===== config.mk =====
export PLATFORM = sky130hd
export DESIGN_NAME = arrow_key_decoder_flat
export DESIGN_NICKNAME = d
export VERILOG_FILES = /design/src/rtl/arrow_key_decoder_pkg.sv /design/src/rtl/arrow_key_decoder_if.sv /design/src/rtl/arrow_key_decoder_debounce.sv /design/src/rtl/arrow_key_decoder.sv /design/src/flat_wrapper.sv
export SDC_FILE = /design/constraint.sdc
export NUM_CORES = 1
export LEC_CHECK = 0
export BUFFER_PORTS_ARGS = -buffer_cell sky130_fd_sc_hd__buf_2
export CAP_MARGIN = 20
export CORE_MARGIN = 2
export CORE_UTILIZATION = 45
export CTS_CLUSTER_SIZE = 12
export DETAILED_ROUTE_END_ITERATION = 10
export GPL_TIMING_DRIVEN = 0
export PLACE_DENSITY = 0.67
export SLEW_MARGIN = 10
export SYNTH_ARGS = -nofsm -noshare
export SYNTH_HDL_FRONTEND = slang
export SYNTH_HIERARCHICAL = 1
export SYNTH_SLANG_ARGS = --single-unit

===== constraint.sdc =====
create_clock -name clock -period 1.6 [get_ports clock]
set_input_delay 0 -clock clock [delete_from_list [all_inputs] [get_ports clock]]
set_output_delay 0 -clock clock [all_outputs]
set_load 0.1 [all_outputs]

===== src/rtl/arrow_key_decoder_pkg.sv =====
// arrow_pkg: shared direction codes (UP/RIGHT/DOWN/LEFT, NONE) and decoder FSM state encoding
package arrow_pkg;
  localparam int DIR_UP = 0;
  localparam int DIR_RIGHT = 1;
  localparam int DIR_DOWN = 2;
  localparam int DIR_LEFT = 3;
  localparam int DEF_CODE_W = 3;
  localparam logic [DEF_CODE_W-1:0] DIR_NONE = '1;
  typedef enum logic [1:0] {IDLE, PRESSED, LOCKOUT} state_t;
endpackage


===== src/rtl/arrow_key_decoder_if.sv =====
// arrow_key_decoder_if: keys_raw in; direction_out/press_valid/multi_press/keys_debounced out (slave = decoder)
interface arrow_key_decoder_if #(
  parameter int NUM_KEYS = 4,
  parameter int CODE_W = 3
);
  logic [NUM_KEYS-1:0] keys_raw;
  logic [CODE_W-1:0] direction_out;
  logic press_valid;
  logic multi_press;
  logic [NUM_KEYS-1:0] keys_debounced;
  modport master(output keys_raw, input direction_out, press_valid, multi_press, keys_debounced);
  modport slave(input keys_raw, output direction_out, press_valid, multi_press, keys_debounced);
endinterface


===== src/rtl/arrow_key_decoder_debounce.sv =====
// key_debounce: 2-flop synchroniser + stability counter for one key; ports clock, reset, i_key (raw), o_stable (debounced)
module key_debounce #(
  parameter int DEBOUNCE_CYCLES = 16
) (
  input  logic clock,
  input  logic reset,
  input  logic i_key,
  output logic o_stable
);
  localparam int CW = $clog2(DEBOUNCE_CYCLES + 1);
  localparam logic [CW-1:0] LAST = CW'(DEBOUNCE_CYCLES - 1);
  logic [1:0] r_sync;
  logic [CW-1:0] r_cnt;
  logic r_stable;
  always_ff @(posedge clock) begin
    if (reset) begin
      r_sync <= '0;
      r_cnt <= '0;
      r_stable <= 1'b0;
    end else begin
      r_sync <= {r_sync[0], i_key};
      if (r_sync[1] == r_stable) r_cnt <= '0;
      else if (r_cnt == LAST) begin
        r_stable <= r_sync[1];
        r_cnt <= '0;
      end else r_cnt <= r_cnt + 1'b1;
    end
  end
  assign o_stable = r_stable;
endmodule


===== src/rtl/arrow_key_decoder.sv =====
// arrow_key_decoder: debounces NUM_KEYS keys and decodes single presses; ports clock, reset, bus (slave: keys_raw in, direction/press/lockout/debounced out)
module arrow_key_decoder
  import arrow_pkg::*;
#(
  parameter int NUM_KEYS = 4,
  parameter int CODE_W = 3,
  parameter int DEBOUNCE_CYCLES = 16,
  parameter int KEY_ACTIVE_LOW = 0
) (
  input logic clock,
  input logic reset,
  arrow_key_decoder_if.slave bus
);
  localparam logic [CODE_W-1:0] NONE = '1;
  logic [NUM_KEYS-1:0] w_keys, w_db, w_hot;
  logic [CODE_W-1:0] w_idx, r_dir;
  logic w_one, r_pv, r_mp;
  state_t r_state;
  assign w_keys = (KEY_ACTIVE_LOW != 0) ? ~bus.keys_raw : bus.keys_raw;
  for (genvar k = 0; k < NUM_KEYS; k++) begin : g_key
    key_debounce #(.DEBOUNCE_CYCLES(DEBOUNCE_CYCLES)) u_deb (
      .clock(clock),
      .reset(reset),
      .i_key(w_keys[k]),
      .o_stable(w_db[k])
    );
  end
  assign w_one = (w_db != '0) && ((w_db & (w_db - 1'b1)) == '0);
  // expected vector while a single key is held; any other pattern means a chord
  assign w_hot = NUM_KEYS'(1) << r_dir;
  always_comb begin
    w_idx = '0;
    for (int i = NUM_KEYS - 1; i >= 0; i--) w_idx = w_db[i] ? CODE_W'(i) : w_idx;
  end
  always_ff @(posedge clock) begin
    if (reset) begin
      r_state <= IDLE;
      r_dir <= NONE;
      r_pv <= 1'b0;
      r_mp <= 1'b0;
    end else begin
      r_pv <= 1'b0;
      case (r_state)
        IDLE:
          if (w_one) begin
            r_state <= PRESSED;
            r_dir <= w_idx;
            r_pv <= 1'b1;
          end else if (w_db != '0) begin
            r_state <= LOCKOUT;
            r_mp <= 1'b1;
          end
        PRESSED:
          if (w_db == '0) begin
            r_state <= IDLE;
            r_dir <= NONE;
          end else if (w_db != w_hot) begin
            r_state <= LOCKOUT;
            r_dir <= NONE;
            r_mp <= 1'b1;
          end
        LOCKOUT:
          if (w_db == '0) begin
            r_state <= IDLE;
            r_mp <= 1'b0;
          end
        default: begin
          r_state <= IDLE;
          r_dir <= NONE;
          r_mp <= 1'b0;
        end
      endcase
    end
  end
  assign bus.direction_out = r_dir;
  assign bus.press_valid = r_pv;
  assign bus.multi_press = r_mp;
  assign bus.keys_debounced = w_db;
endmodule


===== src/flat_wrapper.sv =====
// flat-port wrapper written by rule: the top's interface ports become plain ports
module arrow_key_decoder_flat import arrow_pkg::*;
#(
  parameter int NUM_KEYS = 4,
  parameter int CODE_W = 3,
  parameter int DEBOUNCE_CYCLES = 16,
  parameter int KEY_ACTIVE_LOW = 0
)
  (clock, reset, bus_keys_raw, bus_direction_out, bus_press_valid, bus_multi_press, bus_keys_debounced);
  arrow_key_decoder_if #(.NUM_KEYS(NUM_KEYS), .CODE_W(CODE_W)) bus_i ();
  input logic clock;
  input logic reset;
  input wire logic [$bits(bus_i.keys_raw)-1:0] bus_keys_raw;
  output wire logic [$bits(bus_i.direction_out)-1:0] bus_direction_out;
  output wire logic [$bits(bus_i.press_valid)-1:0] bus_press_valid;
  output wire logic [$bits(bus_i.multi_press)-1:0] bus_multi_press;
  output wire logic [$bits(bus_i.keys_debounced)-1:0] bus_keys_debounced;
  assign bus_i.keys_raw = bus_keys_raw;
  assign bus_direction_out = bus_i.direction_out;
  assign bus_press_valid = bus_i.press_valid;
  assign bus_multi_press = bus_i.multi_press;
  assign bus_keys_debounced = bus_i.keys_debounced;
  arrow_key_decoder #(.NUM_KEYS(NUM_KEYS), .CODE_W(CODE_W), .DEBOUNCE_CYCLES(DEBOUNCE_CYCLES), .KEY_ACTIVE_LOW(KEY_ACTIVE_LOW)) u_core (.clock(clock), .reset(reset), .bus(bus_i));
endmodule

* Yosys cells after proc, flatten, opt, wreduce, memory -nomap -nowiden *
Index checks and enable logic that the tools add are counted.
Widths: inputs -> output; s select.

word-level totals
  flip-flop bits (word level) = 39
  input port bits = 6
  output and inout port bits = 9
  logic and storage cells = 86

operators by class
  add/subtract/negate cells = 5
  eq/ne operators = 19
  shift-type cells = 1
  mux-type cells = 21
  bitwise gates (word level) = 7
  reductions and logical operators = 17

operators with widths
  operator             number
  $add 5x1->5 const B  4
  $eq 5x4->1 const B   4
  $mux 3               6
  $mux 2               6
  $reduce_or 3->1      4
  $pmux 3 s3           1
  $logic_not 4->1      2
  $ne 2x1->1 const B   4
  $reduce_and 2->1     4
  $mux 1               6
  $ne 3x1->1 const B   2
  $not 1->1            6
  $pmux 2 s3           1
  $reduce_and 3->1     2
  $reduce_and 5->1     1
  $and 4x4->4          1
  $eq 1x1->1           4
  $ne 2x2->1 const B   2
  $ne 4x4->1           1
  $reduce_bool 4->1    1
  $shl 1x3->4 const A  1
  $sub 4x1->4 const B  1
  $pmux 1 s3           1
  $eq 2x1->1 const B   1
  other kinds (4)      4

* Depth between registers and ports, before layout *
  depth in word-level cells = 6
  depth in mapped cells = 6
  gate-level depth less buffers = 5

* Hierarchy *
The synthesis kept the hierarchy.

modules (own cells, without submodules)
  module             instances  cells each  area each (µm²)  sequential area each (µm²)
  key_debounce       4          27          286.5            160.2
  arrow_key_decoder  1          53          474.2            140.1

* Least setup slack after synthesis *
Ideal clock, no wire load.

  kind = register -> register
  from = register u_core.g_key[0].u_deb.r_stable
  to = register u_core.r_dir[2] (netlist: u_core/bus.direction_out[2])
  library setup time = 0.123 ns
  arrival = 2.242 ns
  data required time = 1.477 ns
  slack = -0.765 ns
  stages on the path, launching flop included = 7
  path buffers = 1
  clock period less this slack = 2.365 ns
  path through = dfxtp_1 -> buf_4 -> and3b_1 -> o41a_1 -> nand3_2 -> nand2_1 -> a221o_1

between the ends
  longest elaborated chain between the ends = 6
  elaborated cells on any way between the ends = 14
  those cells by class = add/sub (1); eq/ne (3); mux (4); bitwise (1); reduce/logical (5)

RTL lines
  what                        RTL line                          source
  from (decl)                 arrow_key_decoder_debounce.sv:14  logic r_stable;
  from (signal assigned)      arrow_key_decoder_debounce.sv:24  r_stable <= r_sync[1];
  $sub 4x1->4                 arrow_key_decoder.sv:28           assign w_one = (w_db != '0) && ((w_db & (w_db - 1'b1)) == '0);
  $and 4x4->4                 arrow_key_decoder.sv:28
  $logic_not 4->1             arrow_key_decoder.sv:28
  $logic_and 1x1->1           arrow_key_decoder.sv:28
  $ne 2x1->1 (no line)        --
  $reduce_and 3->1 (no line)  --
  to (signal assigned)        arrow_key_decoder.sv:47           r_dir <= w_idx;
  to (decl)                   arrow_key_decoder.sv:16           logic [CODE_W-1:0] w_idx, r_dir;

Parallel ways exist; a longest one is shown, timed or not. The select of a mux whose other input is x is not followed.
A chain may end at the register's enable or synchronous reset.

* Worst setup path after layout *
  from = register u_core.g_key[2].u_deb.r_stable
  to = register u_core.r_dir[0] (netlist: u_core/bus.direction_out[0])

between the ends
  longest elaborated chain between the ends = 6
  elaborated cells on any way between the ends = 16
  those cells by class = add/sub (1); eq/ne (3); mux (6); bitwise (1); reduce/logical (5)

RTL lines
  what                        RTL line
  from (decl)                 arrow_key_decoder_debounce.sv:14
  from (signal assigned)      arrow_key_decoder_debounce.sv:24
  $sub 4x1->4                 arrow_key_decoder.sv:28
  $and 4x4->4                 arrow_key_decoder.sv:28
  $logic_not 4->1             arrow_key_decoder.sv:28
  $logic_and 1x1->1           arrow_key_decoder.sv:28
  $ne 2x1->1 (no line)        --
  $reduce_and 3->1 (no line)  --

Parallel ways exist; a longest one is shown, timed or not. The select of a mux whose other input is x is not followed.

==> flow_summary.yaml <==
clock_network:
  root_buffer: "clkbuf_4"
  cts_sinks: 39
  cts_made_buffers: 5
  cts_tree: "built"
  cts.clk_slew.worst_paths_ns: 0.12
  clk_latency_ns: 0.35
  clock_path_buffers: 2
  h-tree-depth: 2
floorplan:
  dieHeight_um: 64.01
  num_io_pins: 15
  die_area_um2: 4097
  row_count: 21
  die_w_um: 64.01
  coreArea_um2: 3390
  start_util: 0.4780
synthesis:
  yosys.area_share.simple: 0.2378
  synth_cells: 161
  syn-cell-area_um2: 1620
  ys_seq_elements: 39
  synth_area_leaders: "dfxtp_1 (48%), ha_1 (6.2%), nor2_1 (5.6%)"
  synth_mux_area_frac: 0.02471
  avgSynthCellArea_um2: 10.06
  synth_edf_count: 0
  synth_top_family_by_area: "simple AND/OR/NAND/NOR gates"
  yosysTopAreaCellShare: 0.4819
  synthArstFlopShare: 0
  yosysUniqueCellTypes: 37
  synth-compound-area-share: 0.07568
  ys.flop_type: "dfxtp_1"
  synth_top_area_cell: "dfxtp_1"
  synth_fp_nets: 175
  synthAdderAreaFrac: 0.06178
  synth.most_common_cell: "dfxtp_1"
  synth_xor_area_frac: 0.08108
  yosys-top-cells-count: "dfxtp_1 (39), nor2_1 (24), inv_1 (11)"
  ys_seq_area_frac: 0.4819
  synth_warnings: 6
placement:
  portBuffers: 14
  pre_cts_ws_ns: -0.1403
  hpwl_um: 1917
  gp_congestion: 0.7781
min_path:
  min_from: "reset"
  hold_path_depth: 2
  worstHoldPathType: "input port to register"
  whs_endpoint: "u_core/g_key[2].u_deb/o_stable"
timing:
  setup_viol: 3
  rsz0062_at_grt: "yes"
  period_needed_ns: 1.665
  period_share: 1.041
  tightest_slew_ns: 0.4870
  max_freq_mhz: 600.6
  fin_ws_ns: -0.06509
  fin_skew_ns: 0.008532
  hold_viol_final: 0
  slew_headroom: 0.6775
  slew_viol_final: 0
  timing.setup.tns_ns: -0.1158
job:
  max_cap_viol_count: 0
routing:
  postRouteAntennaNets: 0
  drt_first_pass_iters: 4
  wl_per_cell_um: 12.32
  drt_first_iter_violations: 56
  totalWireLength_um: 2944
  num_vias: 1205
  route.detailed.drc: 0
  vias_per_cell: 5.042
final_layout:
  antenna_cells: 0
  nets: 206
  utilization: 0.5858
  area_growth_pct: 22.55
  layout-drive-gt1-share: 0.3212
grt:
  grt_pass1_vias: 1189
  antenna_found_initial: 0
  grt_pass1_wl_um: 5016
  track_usage: 0.1598
  grt.overflow.total: 0
  grt_max_degree: 25
power:
  power_frac_clock: 0.392
  power_density_nw_per_um2: 851.1
  p_int_mw: 1.329
  swShare: 0.2133
  p_leak_nw: 0.7715
  p_switching_uw: 360.5
  power_frac_seq: 0.581
  pwr-share-comb: 0.027
  irDropWorstVdd_uv: 728.1
worst_setup_path:
  worst_r2r_path_depth: 7
  cp-start-kind: "register"
  r2r-start: "u_core/g_key[2].u_deb/o_stable"
  arrival_ns: 1.90
  critPathRequiredTime_ns: 1.84
  ff2ff_setup_slack_ns: -0.07
  crit_fanout: 7
  critical_path_class: "register to register"
  r2r-end: "u_core/bus.direction_out[0]"
  endpoint_kind: "register"
run_status:
  status: "finished with violations"
  violations: "setup timing"
[placed cells by master (no fill, tap or decap), types with 4 or more instances in the layout]
cell	synthesis	layout
inv_1	11	11
clkbuf_4	0	5
mux2i_1	4	4
dfxtp_2	0	7
nor2b_1	8	8
ha_1	8	8
dlygate4sd3_1	0	4
buf_2	0	14
nor2_1	24	20
nor2_2	0	4
nand3_1	5	4
xor2_1	6	6
buf_4	1	8
dfxtp_4	0	4
nand2_1	5	5
xnor2_1	9	9
and3_1	4	4
or3_4	5	6
dfxtp_1	39	28
[layout make-up]
cell class	instances	area, um2
inverter	11	41.29
sequential	39	804.5
tap	46	57.56
multi-input combinational	109	830.8
clock buffer	5	37.54
timing repair buffer	26	170.2
clock inverter	3	43.79
fill	298	1404
[metrics by stage]
step	instances	power (mW)	hold slack, ns	instance area (um2)
finish	239	1.690	0.07631	1986
floorplan	161	1.023	0.06270	1648
detailed placement	221	1.041	0.2164	1775
global route	239	1.756	0.06789	1986
global placement	221	1.039	0.2182	1775
CTS	239	1.717	0.04966	1957
[how the worst max path moves through the flow]
| stage | startpoint | end | slack, ns | cells past startpoint |
|---|---|---|---|---|
| detailed placement | u_core/g_key[0].u_deb/o_stable | u_core/bus.direction_out[2] | -0.14 | 6 |
| finish | u_core/g_key[2].u_deb/o_stable | u_core/bus.direction_out[0] | -0.07 | 7 |
| global route | u_core/g_key[3].u_deb/o_stable | u_core/bus.direction_out[2] | -0.11 | 5 |
| floorplan | u_core/g_key[2].u_deb/o_stable | u_core/bus.direction_out[2] | -0.19 | 6 |
| CTS | u_core/g_key[3].u_deb/o_stable | u_core/bus.direction_out[2] | -0.06 | 5 |
| global placement | u_core/g_key[2].u_deb/o_stable | u_core/bus.direction_out[0] | -0.1 | 6 |
[critical path, stage by stage, from the launching register on]
cell and delay, ns:
dfxtp_4 0.39, buf_4 0.13, xor2_1 0.16, o211ai_2 0.17
buf_4 0.15, a21oi_4 0.06, o21a_1 0.21, o32a_1 0.29
[sequential cells by signal, indices dropped and copies added, names as in the netlist]
name,cells
u_core/bus.direction_out,3
u_core/bus.press_valid,1
u_core/g_key.u_deb/r_sync,8
u_core/g_key.u_deb/r_cnt,20
u_core/bus.multi_press,1
u_core/r_state,2
u_core/g_key.u_deb/o_stable,4
[per-layer routing]
metal	GRT usage	up-vias	wire length [um]
met5	0	-	0
met4	0.08696	0	84
met3	0.05810	8	144
met2	0.2956	32	1517
met1	0.1506	560	1199
li1	-	605	-
[cell families after synthesis]
logic type / after synthesis
AND/OR/NAND/NOR: 67
flip-flops: 39
AO/OA/AOI/OAI: 15
XOR/XNOR: 15
buffers and inverters: 13
adder cells (fa/ha/maj): 8
multiplexers: 4
[repair_timing]
item	in CTS	in global routing
hold buffers	4	0
endpoints found under the hold margin	4	0
gates resized for setup	5	10
endpoints found under the setup margin	5	18
setup buffers	8	0
pin swaps	10	7
[power by group through the flow]
stage	logic [mW]	clock network, mW	registers (mW)
floorplan	0.0198	0	1.00
global placement	0.0359	0	1.00
detailed placement	0.0368	0	1.00
CTS	0.0444	0.690	0.982
global route	0.0509	0.721	0.984
finish	0.0450	0.662	0.983
Note: power is estimated with default switching activity, not from simulation.
